**src/rtl/z80_bus_pkg.sv**
```systemverilog
// Shared definitions for the Z80 bus cycle sequencer: request encodings,
// T-state constants and the active-low strobe bundle.
package z80_bus_pkg;

    // Request types issued by the execution core
    localparam logic [2:0] REQ_FETCH = 3'd0;
    localparam logic [2:0] REQ_MEMRD = 3'd1;
    localparam logic [2:0] REQ_MEMWR = 3'd2;
    localparam logic [2:0] REQ_IORD  = 3'd3;
    localparam logic [2:0] REQ_IOWR  = 3'd4;

    // Machine-cycle T-states
    localparam logic [2:0] ST_IDLE  = 3'd0;
    localparam logic [2:0] ST_T1    = 3'd1;
    localparam logic [2:0] ST_T2    = 3'd2;
    localparam logic [2:0] ST_TW    = 3'd3;
    localparam logic [2:0] ST_T3    = 3'd4;
    localparam logic [2:0] ST_T4    = 3'd5;
    localparam logic [2:0] ST_BUSAK = 3'd6;

    // Bus strobes, all active low
    typedef struct packed {
        logic n_m1;
        logic n_mreq;
        logic n_iorq;
        logic n_rd;
        logic n_wr;
        logic n_rfsh;
    } strobe_t;

    localparam strobe_t STROBES_OFF = '{default: 1'b1};

    function automatic logic is_io(input logic [2:0] t);
        return (t == REQ_IORD) || (t == REQ_IOWR);
    endfunction

    function automatic logic is_write(input logic [2:0] t);
        return (t == REQ_MEMWR) || (t == REQ_IOWR);
    endfunction

    function automatic logic is_read(input logic [2:0] t);
        return (t == REQ_MEMRD) || (t == REQ_IORD);
    endfunction

endpackage

```
**src/rtl/z80_rfsh_counter.sv**
```systemverilog
// Wrapping DRAM refresh counter; supplies the low address bits during refresh.
module z80_rfsh_counter #(
    parameter int W = 7
) (
    input  logic         CLK,
    input  logic         n_RESET,
    input  logic         inc,
    output logic [W-1:0] cnt
);

    // Advance once per completed opcode fetch, wrapping modulo 2^W
    always_ff @(posedge CLK or negedge n_RESET) begin
        if (!n_RESET) begin
            cnt <= '0;
        end else if (inc) begin
            cnt <= cnt + 1'b1;
        end
    end

endmodule

```
**src/rtl/z80_bus_cycle_gen.sv**
```systemverilog
// Z80 machine-cycle sequencer: turns single core requests into T-state
// accurate bus strobes, with wait stretching and bus release.
module z80_bus_cycle_gen
    import z80_bus_pkg::*;
#(
    parameter int ADDR_W  = 16,
    parameter int DATA_W  = 8,
    parameter int RFSH_W  = 7,
    parameter int IO_WAIT = 1
) (
    input  logic                 CLK,
    input  logic                 n_RESET,
    input  logic                 req_valid,
    output logic                 req_ready,
    input  logic [2:0]           req_type,
    input  logic [ADDR_W-1:0]    req_addr,
    input  logic [DATA_W-1:0]    req_wdata,
    input  logic [ADDR_W-RFSH_W-1:0] rfsh_hi,
    output logic                 done,
    output logic [DATA_W-1:0]    rdata,
    output logic [ADDR_W-1:0]    A,
    output logic                 a_oe,
    input  logic [DATA_W-1:0]    d_in,
    output logic [DATA_W-1:0]    d_out,
    output logic                 d_oe,
    output logic                 n_M1,
    output logic                 n_MREQ,
    output logic                 n_IORQ,
    output logic                 n_RD,
    output logic                 n_WR,
    output logic                 n_RFSH,
    input  logic                 n_WAIT,
    input  logic                 n_BUSREQ,
    output logic                 n_BUSACK
);

    localparam logic [2:0] IO_WAIT_L = 3'(IO_WAIT);

    logic [2:0]              state;
    logic [2:0]              type_q;
    logic [ADDR_W-1:0]       addr_q;
    logic [DATA_W-1:0]       wdata_q;
    logic [ADDR_W-RFSH_W-1:0] rfsh_hi_q;
    logic [2:0]              wait_cnt;
    logic [RFSH_W-1:0]       rfsh_cnt;
    logic [ADDR_W-1:0]       rfsh_addr;
    logic                    rfsh_inc;
    strobe_t                 strb;

    assign rfsh_inc  = (state == ST_T4);
    assign rfsh_addr = {rfsh_hi_q, rfsh_cnt};

    z80_rfsh_counter #(.W(RFSH_W)) u_rfsh (
        .CLK     (CLK),
        .n_RESET (n_RESET),
        .inc     (rfsh_inc),
        .cnt     (rfsh_cnt)
    );

    // T-state sequencing, request latching, wait counting and data capture
    always_ff @(posedge CLK or negedge n_RESET) begin
        if (!n_RESET) begin
            state     <= ST_IDLE;
            type_q    <= REQ_FETCH;
            addr_q    <= '0;
            wdata_q   <= '0;
            rfsh_hi_q <= '0;
            wait_cnt  <= '0;
            rdata     <= '0;
            done      <= 1'b0;
        end else begin
            done <= 1'b0;
            case (state)
                ST_IDLE: begin
                    if (!n_BUSREQ) begin
                        state <= ST_BUSAK;
                    end else if (req_valid) begin
                        type_q    <= req_type;
                        addr_q    <= req_addr;
                        wdata_q   <= req_wdata;
                        rfsh_hi_q <= rfsh_hi;
                        wait_cnt  <= is_io(req_type) ? IO_WAIT_L : 3'd0;
                        if (req_type <= REQ_IOWR) begin
                            state <= ST_T1;
                        end else begin
                            done <= 1'b1;
                        end
                    end
                end
                ST_T1: state <= ST_T2;
                ST_T2, ST_TW: begin
                    if (wait_cnt != 3'd0) begin
                        wait_cnt <= wait_cnt - 3'd1;
                        state    <= ST_TW;
                    end else if (!n_WAIT) begin
                        state <= ST_TW;
                    end else begin
                        state <= ST_T3;
                        if (type_q == REQ_FETCH) begin
                            rdata <= d_in;
                        end
                    end
                end
                ST_T3: begin
                    if (type_q == REQ_FETCH) begin
                        state <= ST_T4;
                    end else begin
                        state <= ST_IDLE;
                        done  <= 1'b1;
                        if (is_read(type_q)) begin
                            rdata <= d_in;
                        end
                    end
                end
                ST_T4: begin
                    state <= ST_IDLE;
                    done  <= 1'b1;
                end
                ST_BUSAK: begin
                    if (n_BUSREQ) begin
                        state <= ST_IDLE;
                    end
                end
                default: state <= ST_IDLE;
            endcase
        end
    end

    // Decode strobes, address source and drive enables from the current T-state
    always_comb begin
        strb = STROBES_OFF;
        A    = addr_q;
        a_oe = 1'b1;
        d_oe = 1'b0;
        case (state)
            ST_T1: begin
                strb.n_m1 = (type_q != REQ_FETCH);
                d_oe      = is_write(type_q);
            end
            ST_T2, ST_TW, ST_T3: begin
                d_oe = is_write(type_q);
                if (type_q == REQ_FETCH) begin
                    if (state == ST_T3) begin
                        strb.n_mreq = 1'b0;
                        strb.n_rfsh = 1'b0;
                        A           = rfsh_addr;
                    end else begin
                        strb.n_m1   = 1'b0;
                        strb.n_mreq = 1'b0;
                        strb.n_rd   = 1'b0;
                    end
                end else begin
                    strb.n_mreq = is_io(type_q);
                    strb.n_iorq = !is_io(type_q);
                    strb.n_rd   = !is_read(type_q);
                    strb.n_wr   = !is_write(type_q);
                end
            end
            ST_T4: begin
                strb.n_rfsh = 1'b0;
                A           = rfsh_addr;
            end
            ST_BUSAK: a_oe = 1'b0;
            default: ;
        endcase
    end

    assign d_out     = wdata_q;
    assign n_M1      = strb.n_m1;
    assign n_MREQ    = strb.n_mreq;
    assign n_IORQ    = strb.n_iorq;
    assign n_RD      = strb.n_rd;
    assign n_WR      = strb.n_wr;
    assign n_RFSH    = strb.n_rfsh;
    assign n_BUSACK  = (state != ST_BUSAK);
    assign req_ready = (state == ST_IDLE) && n_BUSREQ;

endmodule

```
**config.mk**
```make
export PLATFORM = sky130hd
export DESIGN_NAME = z80_bus_cycle_gen
export DESIGN_NICKNAME = d
export VERILOG_FILES = /design/src/rtl/z80_bus_pkg.sv /design/src/rtl/z80_rfsh_counter.sv /design/src/rtl/z80_bus_cycle_gen.sv
export SDC_FILE = /design/constraint.sdc
export NUM_CORES = 1
export LEC_CHECK = 0
export CORE_ASPECT_RATIO = 1.4
export CORE_MARGIN = 2
export CORE_UTILIZATION = 30
export DETAILED_ROUTE_END_ITERATION = 12
export GPL_TIMING_DRIVEN = 0
export HOLD_SLACK_MARGIN = 0.08
export MAX_ROUTING_LAYER = met4
export PLACE_DENSITY = 0.63
export SYNTH_ARGS = -nofsm -noshare
export SYNTH_HDL_FRONTEND = slang
export SYNTH_SLANG_ARGS = --single-unit
```
**constraint.sdc**
```tcl
create_clock -name CLK -period 2.3 [get_ports CLK]
set_clock_uncertainty 0.15 [all_clocks]
set_input_delay 0.46 -clock CLK [delete_from_list [all_inputs] [get_ports CLK]]
set_output_delay 0.46 -clock CLK [all_outputs]
set_load 0.02 [all_outputs]
```
==> flow_metrics.py, run 1 <==
metrics = {
    "yosys": {
        "synth.cell_area_um2": 2720,
        "largest_area_contributor_in_the_netlist": "sky130_fd_sc_hd__dfrtp_1",
        "yosys.cell_types.count": 34,
        "synth-edff-count": 0,
        "netlist_top_cells_count": "58 x sky130_fd_sc_hd__dfrtp_1, 58 x sky130_fd_sc_hd__mux2_1, 11 x sky130_fd_sc_hd__nand2_1",
        "post_synth_inst_count": 211,
        "synth-main-ff-cell": "sky130_fd_sc_hd__dfrtp_1",
        "synth_seq_cells": 58,
        "sequential_share_of_the_synthesized_area_pct": 53.4,
        "post-synth-top-area-fraction_pct": 53.4,
        "post_synth.cell_area_avg_um2": 12.9,
        "yosys_warnings": 0,
        "synth_fp_nets": 263,
        "async_reset_ff_share_pct": 100,
        "synth.top_cells.by_area": "sky130_fd_sc_hd__dfrtp_1 53%, sky130_fd_sc_hd__mux2_1 24%, sky130_fd_sc_hd__nand3_1 1.7%",
    },
    "place": {
        "placement.io_buffers": 91,
        "detailedPlacementHpwl_um": 4610,
        "area_post_placement_um2": 3760,
        "finalWeightedCongestion": 0.800,
    },
    "sta": {
        "slew_of_the_pin_with_the_lowest_slew_margin_ps": 758,
        "grt_setup_unrepaired": "true",
        "setup_tns_ps": -1310,
        "post-route-worst-setup-slack_ps": -106,
        "max_freq_ghz": 0.416,
        "final_hold_viol_count": 0,
        "report.final.slew_viol_count": 0,
        "timing.final.crit_period_ps": 2410,
        "period_share_pct": 105,
        "setup_viol_count_final": 14,
        "maxSlewHeadroom_pct": 49.5,
    },
    "clock_tree": {
        "clkSlewWorstSetupHoldPaths_ps": 50,
        "cts_hold_repair.buffers": 0,
        "ctsRootBufferMaster": "sky130_fd_sc_hd__clkbuf_16",
        "cts_max_path_buffers": 2,
        "clk-insertion-delay-late_ps": 330,
        "clock_buffer_count_from_cts": 9,
        "ctsHtreeMaxLevel": 3,
        "cts_num_sinks": 58,
        "tritoncts": "built",
    },
    "grt": {
        "number_of_global_route_vias_before_repair": 2215,
        "global_route.overflow_total": 0,
        "grt_max_degree": 59,
        "grt_usage_pct": 14.9,
        "number_of_antenna_violations_at_the_first_check_in_global_routing": 0,
        "grt_first_pass_wirelength_um": 10900,
    },
    "floorplan": {
        "core_area_um2": 8930,
        "starting_utilization_of_the_core_area_pct": 30.5,
        "ioPinCount": 92,
        "dieHeight_um": 117,
        "die_area_um2": 9850,
        "placementRows": 41,
        "die_width_um": 84.5,
    },
    "power": {
        "irDropWorstVdd_v": 0.000898,
        "power.density_nw_per_um2": 1430,
        "power.leakage_nw": 1.98,
    },
    "critical_path": {
        "critPathRequiredTime_ps": 1690,
        "r2r_setup_slack_ps": 300,
        "worst_setup_path_end_kind": "output port",
        "cp_max_fo": 5,
        "cp_data_arrival_time_ps": 1800,
        "critical_path.startpoint_type": "flop",
        "worstSetupPathType": "reg2out",
    },
    "routing": {
        "drt_pre_antenna_iters": 4,
        "final_antenna_net_count": 0,
        "via_count": 2132,
        "drt-initial-drc-count": 69,
        "postRouteWirelength_um": 6840,
        "drcViolationCount": 0,
        "drt-vias-per-instance": 4.78,
        "wl_per_cell_um": 15.3,
    },
    "worst_hold_path": {
        "worstHoldPathType": "in2async",
    },
    "cells_and_area": {
        "n_antenna_cell": 0,
        "area.growth.synth_to_final_pct": 62.6,
        "fin_util_pct": 49.5,
        "layout.cell_area.non_filler_um2": 4420,
        "nets": 386,
        "final_layout_size_suffix_gt1_share_pct": 31.3,
        "n_fill_cell": 822,
    },
    "job": {
        "maxCapViolCount": 0,
    },
    "status": {
        "failing_checks": "setup timing",
        "outcome": "finished with violations",
    },
}
-- critical path: stages (launching register included) --
cell and delay [ps]:
sky130_fd_sc_hd__dfrtp_1 400, sky130_fd_sc_hd__buf_6 140, sky130_fd_sc_hd__nor2b_4 130, sky130_fd_sc_hd__o21ai_4 80, sky130_fd_sc_hd__buf_6 130, sky130_fd_sc_hd__buf_8 130
sky130_fd_sc_hd__mux2_4 310, sky130_fd_sc_hd__buf_6 130
-- state kept, by name (all words and copies together) (netlist names) --
name        cells
addr_q         16
rfsh_hi_q       9
d_out           8
rdata           8
u_rfsh.cnt      7
state           3
type_q          3
wait_cnt        3
done            1
-- kinds of logic after synthesis --
family | share of synthesized area, %
buf+inv | 2.67
xor+xnor | 2.58
simple gates | 10.0
mux | 25.3
flops | 53.4
fa+ha+maj | 1.38
compound gates | 4.69
-- metrics by stage --
step / worst slack, ps / cells / hold slack (ps) / total power, mW
floorplan: 80.7 / 211 / 14.4 / 3.20
global placement: -1430 / 409 / 296 / 4.27
detailed placement: -700 / 409 / 306 / 4.33
CTS: -142 / 440 / 92.6 / 6.30
global route: -167 / 446 / 128 / 6.68
finish: -106 / 446 / 36.4 / 6.33
-- placed cells by master, fill, tap and decap left out, types with 3 or more instances in the layout --
master / count
sky130_fd_sc_hd__buf_2: 8
sky130_fd_sc_hd__buf_4: 19
sky130_fd_sc_hd__buf_6: 24
sky130_fd_sc_hd__clkbuf_16: 9
sky130_fd_sc_hd__clkbuf_2: 3
sky130_fd_sc_hd__clkbuf_8: 3
sky130_fd_sc_hd__clkdlybuf4s50_1: 64
sky130_fd_sc_hd__dfrtp_1: 55
sky130_fd_sc_hd__dfrtp_2: 3
sky130_fd_sc_hd__dlygate4sd2_1: 3
sky130_fd_sc_hd__ha_1: 3
sky130_fd_sc_hd__inv_1: 3
sky130_fd_sc_hd__mux2_1: 42
sky130_fd_sc_hd__mux2_2: 3
sky130_fd_sc_hd__mux2_4: 16
sky130_fd_sc_hd__nand2_1: 10
sky130_fd_sc_hd__nand2b_1: 5
sky130_fd_sc_hd__nand3_1: 9
sky130_fd_sc_hd__nor2_1: 5
sky130_fd_sc_hd__o21ai_0: 3
sky130_fd_sc_hd__o21ai_1: 6
sky130_fd_sc_hd__xnor2_1: 5
sky130_fd_sc_hd__xor2_1: 3
-- metal layers --
layer | part of all wire, % | vias to the layer above | global-route usage [%]
met5 | 0 | - | -
met1 | 40 | 1077 | 16.3
li1 | - | 995 | -
met3 | 4.0 | 9 | 3.53
met2 | 54 | 51 | 25.6
met4 | 1.9 | 0 | 7.20
-- report_power, final --
part           total (mW)  leakage, nW  switching (mW)  internal (mW)
Sequential           1.77        0.709           0.278           1.49
Clock                1.49        0.165           0.458           1.03
Combinational        3.07         1.11            1.41           1.66
-- timing repair --
item / in CTS / in global routing
resized for setup: 164 / 13
gates cloned: 1 / 1
pin swaps: 5 / 4
setup buffers: 15 / 6
setup endpoints to repair: 26 / 25
-- final timing paths --
check	startpoint	to	depth (start not counted)
max in group asynchronous	n_RESET	type_q[0]	1
min in group CLK	wait_cnt[0]	wait_cnt[0]	1
worst min-delay path	n_RESET	state[1]	1
worst min register to register	wait_cnt[0]	wait_cnt[0]	1
worst max register to register	state[1]	addr_q[3]	5
worst max-delay path	state[1]	A[11]	7
-- area by class of cell --
cell class                 count  area (um2)  area share (%)
multi-input combinational    139        1310            29.7
tap                          107         134            3.03
buffer                        10        81.3            1.84
clock buffer                  12         267            6.03
timing repair buffer         113        1090            24.6
sequential                    58        1460            32.9
clock inverter                 4        72.6            1.64
inverter                       3        11.3           0.255
(Power assumes the default switching activity.)
==> run 2, diff against run 1 <==
Settings changed: CORE_UTILIZATION 30 to 33, PLACE_DENSITY 0.63 to 0.67.
==> flow_metrics.py, run 2 (synthesis gave the netlist of run 1 again) <==
metrics = {
    "cells_and_area": {
        "final_common_cell": "sky130_fd_sc_hd__clkdlybuf4s50_1",
        "layout.cell_area.non_filler_um2": 4350,
        "stdcell_count": 436,
        "max_ffs_per_register": 16,
        "fin_util_pct": 53.7,
        "mostFrequentLayoutCells": "64 x sky130_fd_sc_hd__clkdlybuf4s50_1, 55 x sky130_fd_sc_hd__dfrtp_1, 42 x sky130_fd_sc_hd__mux2_1",
        "final_layout_size_suffix_gt1_share_pct": 30.5,
        "largestRegisters": "addr_q (16), rfsh_hi_q (9)",
        "area.growth.synth_to_final_pct": 60.0,
        "n_antenna_cell": 0,
        "n_fill_cell": 740,
        "nets": 381,
        "regMostFlops": "addr_q",
    },
    "sta": {
        "post-route-worst-setup-slack_ps": -80.6,
        "report.final.slew_viol_count": 0,
        "period_share_pct": 104,
        "setup_viol_count_final": 17,
        "max_freq_ghz": 0.420,
        "setup_tns_ps": -908,
        "worst_hold_margin_ps": 321,
        "slew_of_the_pin_with_the_lowest_slew_margin_ps": 687,
        "grt_setup_unrepaired": "true",
        "final_hold_viol_count": 0,
        "timing.final.crit_period_ps": 2380,
        "maxSlewHeadroom_pct": 54.2,
    },
    "routing": {
        "postRouteWirelength_um": 6780,
        "via_count": 2100,
        "drcViolationCount": 0,
        "drt_pre_antenna_iters": 4,
        "wl_per_cell_um": 15.5,
        "final_antenna_net_count": 0,
        "drt-vias-per-instance": 4.82,
        "drt-initial-drc-count": 71,
    },
    "floorplan": {
        "placementRows": 39,
        "starting_utilization_of_the_core_area_pct": 33.6,
        "ioPinCount": 92,
        "dieHeight_um": 111,
        "die_area_um2": 8990,
        "die_width_um": 80.7,
        "core_area_um2": 8100,
    },
    "clock_tree": {
        "cts_num_sinks": 58,
        "ctsHtreeMaxLevel": 3,
        "clk-insertion-delay-late_ps": 320,
        "clock_buffer_count_from_cts": 9,
        "clkSlewWorstSetupHoldPaths_ps": 60,
        "tritoncts": "built",
        "ctsRootBufferMaster": "sky130_fd_sc_hd__clkbuf_16",
        "cts_max_path_buffers": 2,
    },
    "grt": {
        "number_of_global_route_vias_before_repair": 2294,
        "global_route.overflow_total": 0,
        "grt_usage_pct": 17.0,
        "grt_first_pass_wirelength_um": 11300,
        "grt_max_degree": 31,
        "number_of_antenna_violations_at_the_first_check_in_global_routing": 0,
    },
    "power": {
        "power.density_nw_per_um2": 1400,
        "post-layout-total-power_mw": 6.11,
        "irDropWorstVdd_v": 0.000686,
        "power.leakage_nw": 1.93,
    },
    "critical_path": {
        "cp_max_fo": 7,
        "worstSetupPathType": "reg2out",
        "critical_path.startpoint_type": "flop",
        "cp_data_arrival_time_ps": 1770,
        "critPathRequiredTime_ps": 1690,
        "worst_setup_path_end_kind": "output port",
    },
    "job": {
        "maxCapViolCount": 0,
    },
    "worst_hold_path": {
        "worstHoldPathType": "reg2reg",
    },
    "place": {
        "placement.io_buffers": 91,
        "dp_cells": 405,
        "dpl_worst_slack_ps": -689,
        "finalWeightedCongestion": 0.819,
        "detailedPlacementHpwl_um": 4680,
        "area_post_placement_um2": 3770,
    },
    "status": {
        "outcome": "finished with violations",
        "failing_checks": "setup timing",
    },
}
-- run 2: cell count changes in the layout (fill, tap and decap cells not counted), sizes merged --
| cell | delta |
|---|---|
| bufinv | -1 |
| dlygate4sd2 | -1 |
| clkinvlp | +2 |
| dlygate4sd3 | +1 |
| clkbuf | -4 |
| clkinv | +1 |
| buf | -4 |
| clkdlybuf4s15 | +1 |
-- run 2: cell type report --
class | instances | area, um2 | area share (%)
Buffer | 10 | 80.1 | 1.84
Clock buffer | 10 | 239 | 5.49
Clock inverter | 6 | 66.3 | 1.52
Inverter | 3 | 11.3 | 0.259
Multi-Input combinational cell | 139 | 1320 | 30.3
Sequential cell | 58 | 1460 | 33.5
Tap cell | 102 | 128 | 2.93
Timing Repair Buffer | 108 | 1050 | 24.2
-- run 2: power by group --
group / total (mW) / internal (mW) / leakage, nW / switching, mW
registers: 1.76 / 1.49 / 0.709 / 0.266
logic: 3.01 / 1.60 / 1.08 / 1.41
clock network: 1.34 / 0.866 / 0.141 / 0.475
-- run 2: layer usage --
layer  share of wire (%)  track usage [%]  vias up  routed length (um)
met3                 3.5             2.43        8                 239
met2                  53             27.5       53                3630
met1                  41             20.3     1055                2780
met5                   0                -        -                   0
met4                 1.9             8.59        0                 132
li1                    -                -      984                   -
-- run 2: worst paths after layout --
check	slack, ps	endpoint	from	cells after the start
min in group asynchronous	570	d_out[6]	n_RESET	2
max reg2reg	280	addr_q[1]	state[1]	6
min reg2reg	320	wait_cnt[0]	wait_cnt[0]	1
min	320	wait_cnt[0]	wait_cnt[0]	1
max	-80	n_RD	state[1]	6
max in group asynchronous	800	type_q[0]	n_RESET	3
-- run 2: critical path, cell delays in order (launching register included) --
cell                      delay, ps
sky130_fd_sc_hd__dfrtp_1        390
sky130_fd_sc_hd__buf_6          140
sky130_fd_sc_hd__or3b_4         410
sky130_fd_sc_hd__nand2_4         90
sky130_fd_sc_hd__a21oi_2         60
sky130_fd_sc_hd__or2_1          220
sky130_fd_sc_hd__buf_6          140
-- run 2: what timing repair did --
item,4_1_cts,5_1_grt
pin swaps,4,3
endpoints found under the hold margin,29,0
gates cloned,1,0
buffers inserted,12,3
resized for setup,166,10
hold buffers,1,0
setup endpoints to repair,26,24
